**src/rtl/ysyx_23060061_axil_master.sv**
```systemverilog
// ysyx_23060061_axil_master: CPU load/store port to AXI-Lite master bridge.
// Optional misaligned-access trap when YSYX_23060061_AXIL_MISALIGN_CHECK_EN is defined.
module ysyx_23060061_axil_master #(
    parameter int ADDR_WIDTH = 32
) (
    input  logic                  clk,
    input  logic                  rst,
    input  logic                  req_valid,
    output logic                  req_ready,
    input  logic                  req_wen,
    input  logic [ADDR_WIDTH-1:0] req_addr,
    input  logic [1:0]            req_size,
    input  logic [31:0]           req_wdata,
    input  logic                  req_signed,
    output logic                  resp_valid,
    input  logic                  resp_ready,
    output logic [31:0]           resp_rdata,
    output logic                  resp_err,
    output logic [ADDR_WIDTH-1:0] araddr,
    output logic                  arvalid,
    input  logic                  arready,
    input  logic [31:0]           rdata,
    input  logic [1:0]            rresp,
    input  logic                  rvalid,
    output logic                  rready,
    output logic [ADDR_WIDTH-1:0] awaddr,
    output logic                  awvalid,
    input  logic                  awready,
    output logic [31:0]           wdata,
    output logic [3:0]            wstrb,
    output logic                  wvalid,
    input  logic                  wready,
    input  logic [1:0]            bresp,
    input  logic                  bvalid,
    output logic                  bready
);
    typedef enum logic [2:0] {IDLE, AR, R, WR, B, RESP} state_t;
    state_t state, state_n;
    logic [ADDR_WIDTH-1:0] addr;
    logic [1:0] size;
    logic [1:0] req_sz;
    logic sign, aw_done, w_done;
    logic accept, misalign, aw_hs, w_hs, r_hs, b_hs;
    logic [31:0] shifted, load_val;
    assign req_sz = (req_size == 2'd3) ? 2'd2 : req_size;
    assign accept = req_valid && state == IDLE;
    assign aw_hs = state == WR && !aw_done && awready;
    assign w_hs = state == WR && !w_done && wready;
    assign r_hs = state == R && rvalid;
    assign b_hs = state == B && bvalid;
    assign araddr = addr;
    assign awaddr = addr;
    assign shifted = rdata >> {addr[1:0], 3'b000};
    assign load_val = size == 2'd0 ? {{24{sign & shifted[7]}}, shifted[7:0]} :
                      size == 2'd1 ? {{16{sign & shifted[15]}}, shifted[15:0]} : shifted;
`ifdef YSYX_23060061_AXIL_MISALIGN_CHECK_EN
    assign misalign = (req_sz == 2'd1 && req_addr[0]) || (req_sz == 2'd2 && req_addr[1:0] != 2'b00);
`else
    assign misalign = 1'b0;
`endif
    // Next-state selection and state-decoded handshake outputs
    always_comb begin
        state_n = state;
        req_ready = state == IDLE;
        arvalid = state == AR;
        rready = state == R;
        awvalid = state == WR && !aw_done;
        wvalid = state == WR && !w_done;
        bready = state == B;
        resp_valid = state == RESP;
        case (state)
            IDLE: if (accept) state_n = misalign ? RESP : (req_wen ? WR : AR);
            AR: if (arready) state_n = R;
            R: if (rvalid) state_n = RESP;
            WR: if ((aw_done || aw_hs) && (w_done || w_hs)) state_n = B;
            B: if (bvalid) state_n = RESP;
            RESP: if (resp_ready) state_n = IDLE;
            default: state_n = IDLE;
        endcase
    end
    // State register, request latch, channel completion flags and response capture
    always_ff @(posedge clk) begin
        if (!rst) begin
            state <= IDLE;
            addr <= '0;
            size <= 2'd0;
            sign <= 1'b0;
            wdata <= 32'd0;
            wstrb <= 4'd0;
            aw_done <= 1'b0;
            w_done <= 1'b0;
            resp_rdata <= 32'd0;
            resp_err <= 1'b0;
        end else begin
            state <= state_n;
            if (accept) begin
                addr <= req_addr;
                size <= req_sz;
                sign <= req_signed;
                wdata <= req_wdata << {req_addr[1:0], 3'b000};
                wstrb <= (req_sz == 2'd0 ? 4'b0001 : req_sz == 2'd1 ? 4'b0011 : 4'b1111) << req_addr[1:0];
                aw_done <= 1'b0;
                w_done <= 1'b0;
                resp_rdata <= 32'd0;
                resp_err <= misalign;
            end
            if (aw_hs) aw_done <= 1'b1;
            if (w_hs) w_done <= 1'b1;
            if (r_hs) begin
                resp_rdata <= load_val;
                resp_err <= rresp != 2'b00;
            end
            if (b_hs) begin
                resp_rdata <= 32'd0;
                resp_err <= bresp != 2'b00;
            end
        end
    end
endmodule

```
**config.mk**
```make
export PLATFORM = sky130hd
export DESIGN_NAME = ysyx_23060061_axil_master
export DESIGN_NICKNAME = d
export VERILOG_FILES = /design/src/rtl/ysyx_23060061_axil_master.sv
export SDC_FILE = /design/constraint.sdc
export NUM_CORES = 1
export LEC_CHECK = 0
export ABC_AREA = 1
export BUFFER_PORTS_ARGS = -buffer_cell sky130_fd_sc_hd__buf_2
export CORE_AREA = 3 3 80 157
export CTS_CLUSTER_SIZE = 28
export DETAILED_ROUTE_END_ITERATION = 6
export DIE_AREA = 0 0 83 160
export HOLD_SLACK_MARGIN = 0.08
export PLACE_DENSITY = 0.9
export REMOVE_ABC_BUFFERS = 1
export SLEW_MARGIN = 20
export SYNTH_ARGS = -nofsm -noshare
export SYNTH_HDL_FRONTEND = slang
export SYNTH_SLANG_ARGS = --single-unit
```
**constraint.sdc**
```tcl
create_clock -name clk -period 1.7 [get_ports clk]
set_input_delay 0 -clock clk [delete_from_list [all_inputs] [get_ports clk]]
set_output_delay 0 -clock clk [all_outputs]
set_load 0.01 [all_outputs]
```
==> results.md <==
* Status: finished, final reports clean
* Net count, final at 1153
* HPWL after detailed placement at 12600 µm
* Layout cells sized above 1 at 30.5%
* Max layer used: met4
* Endpoint class of the critical path: register
* WHS Path Cells at 3
* Final critical-path share of the clock period at 92.9%
* Clk_skew at 0.0133 ns
* I/O Buffers at 252
* Leak Pwr at 3.73 nW
* Yosys cell types at 29
* IR Drop Worst-Case VDD at 0.000721 V
* Die Y at 160 µm
* Core area at 11400 µm²
* Final setup fails at 0
* CTS buffer count at 9
* Clock slew at reported path FFs at 0.08 ns
* Fmax at 633 MHz
* Worst-Skew Late Latency at 0.34 ns
* Worst path required time at 1.93 ns
* Vias in the first global route at 6376
* Post-synthesis compound-gate area fraction at 24.2%
* Vias per cell at 5.50
* Clock sink total at 109
* M1 WL at 6890 µm
* Synth Area in Simple Gates at 21.4%
* Final GP Congestion at 0.920
* Fillers at 908
* Final std cells w/o fill at 1188
* Die area at 13300 µm²
* Drt initial violations at 422
* RSZ-0062 raised after global routing: false
* Max-Cap Viols at 0
* Post-synthesis adder-cell area fraction at 0%
* Die Wd at 83 µm
* Initial antenna violation count at 0
* Critical R2R Capture: wdata[26]
* Critical path arrival at 1.81 ns
* Via count at 6538
* Pre-CTS setup slack at 0.159 ns
* Overall Global Routing Usage at 28.2%
* Grt ovf at 0
* Most common cell after layout, fill and taps aside: buf_2
* Worst Max-Slew Pin Slew at 0.610 ns
* Hold Path Origin: rst
* Commonest non-fill, non-tap cells in the layout: buf_2 (252), nand2_1 (208), dfxtp_1 (106)
* Metal2 WL at 10300 µm
* Slew HR at 59.1%
* Crit Path Class: reg2reg
* Post-synthesis cell count at 746
* Bufs on Longest Clock Path at 2
* WL per Instance at 16.6 µm
* Ys Warns at 0
* Setup ws final at 0.120 ns
* First-pass GRT wire length at 31000 µm
* Mapped Area at 5330 µm²
* Fin. Hold Viols at 0
* Reg-to-reg slack, setup at 0.12 ns
* Met3 WL at 1400 µm
* Seq/Total Area, Yosys at 41.0%
* CTS tree: built
* Placed insts at 1080
* Synth-to-layout area growth at 45.0%
* Slew Viols, Final at 0
* Final core occ at 67.6%
* Post-synthesis mux area share at 0%
* Cell Rows at 55
* Maximum number of pins on one net before global-route repair at 40
* Post-route DRC violation count at 0
* Setup Buffers After CTS at 0
* Mapped Avg Cell Area at 7.14 µm²
* Root Buffer: clkbuf_16
* Main combinational cell family by area after synthesis: compound AO/OA/AOI/OAI gates
* Worst hold path type: in2reg
* Yosys reg bits at 109
* Initial Utilization at 46.6%
* Drt total wl at 19700 µm
* Critical Path Fanout Max at 38
* First-pass detailed-route iteration total at 7
* Post-route antenna net violation count at 0
* RR Startpoint: state[2]
* H-tree depth at 3
* WHS Endpoint: araddr[9]
* PD cells at 1310 nW/µm²
* Post-synthesis xor/xnor area fraction at 0%
* Startpoint types: register
* Worst Reg-to-Reg Cells at 9
* IO Count at 253
* Setup TNS at 0 ns
* Min cycle time layout at 1.58 ns
## stage by stage
stage	cell area, µm²	hold slack (ns)	total power [mW]
floorplan	4790	0.138	5.77
global placement	6500	0.248	7.63
detailed placement	6500	0.255	7.73
CTS	7690	0.0805	9.92
global route	7720	0.113	10.7
finish	7720	0.0766	10.1
## layout make-up
class | instances | area, µm² | area share [%]
Antenna cell | 1 | 2.50 | 0.0324
Clock inverter | 5 | 42.5 | 0.551
Tap cell | 142 | 178 | 2.30
Inverter | 47 | 176 | 2.28
Timing Repair Buffer | 369 | 2460 | 31.8
Multi-Input combinational cell | 504 | 2440 | 31.6
Clock buffer | 11 | 243 | 3.14
Sequential cell | 109 | 2190 | 28.3
## flip-flops by register name, indices dropped and copies added, names as in the netlist
| signal | count |
|---|---|
| resp_err | 1 |
| araddr | 32 |
| size | 2 |
| wstrb | 4 |
| w_done | 1 |
| aw_done | 1 |
| state | 3 |
| sign | 1 |
| resp_rdata | 32 |
| wdata | 32 |
## synthesized netlist by cell type
master,count,area share (%)
nand2_1,208,15
dfxtp_1,109,41
a21oi_1,103,9.7
o21ai_0,68,6.4
inv_1,41,2.9
buf_4,39,5.5
nand3_1,30,2.8
o211ai_1,27,3.8
buf_2,23,2.2
clkbuf_1,18,1.3
nor2_1,18,1.3
a31oi_1,16,1.9
o211a_1,8,1.5
or2_2,8,0.94
a211oi_1,5,0.70
buf_6,5,1.1
inv_2,5,0.35
nand2_2,3,0.35
nor3_2,2,0.38
clkbuf_2,1,0.094
clkinv_1,1,0.070
nand2_4,1,0.21
nand3_2,1,0.19
nand4_1,1,0.12
nor2_2,1,0.12
nor3_1,1,0.094
nor3_4,1,0.31
o22ai_1,1,0.12
o31ai_1,1,0.14
## how the worst max path moves through the flow
stage,from,to,slack (ns)
after global placement,araddr[0],resp_rdata[9],0.18
after global routing,state[2],wdata[26],0.02
after floorplan,araddr[0],resp_rdata[10],-0.76
after CTS,araddr[0],resp_rdata[9],0.15
final,state[2],wdata[26],0.12
after detailed placement,state[1],wdata[31],0.16
## worst max-delay path: stages, from the launching register on
cell and delay, ns:
dfxtp_1 0.35, inv_2 0.12, nand3_2 0.10, inv_2 0.08, nand2_4 0.13, inv_2 0.18, buf_12 0.21, o211ai_1 0.11
o211ai_1 0.12, inv_1 0.05
## logic make-up after synthesis
| logic type | after synthesis |
|---|---|
| AND/OR/NAND/NOR | 275 |
| flip-flops | 109 |
| buffers and inverters | 133 |
| AO/OA/AOI/OAI | 229 |
## report_power, final
part           internal (mW)  leakage, nW  switching [mW]  total, mW
Combinational           1.79         2.70            2.78       4.58
Sequential              3.10        0.891           0.410       3.51
Clock                   1.05        0.137           0.968       2.02
Total                   5.95         3.73            4.16       10.1
## metal layers
| layer | vias up | GRT usage (%) |
|---|---|---|
| li1 | 3044 | - |
| met1 | 2992 | 30.3 |
| met2 | 414 | 50.4 |
| met3 | 88 | 4.49 |
| met4 | 0 | 17.5 |
| met5 | - | 0 |
## timing repair
action                     CTS  global route
hold buffers                90             0
resized for setup            0             4
setup endpoints to repair    0             5
hold endpoints to repair    75             0
(Power assumes the default switching activity.)
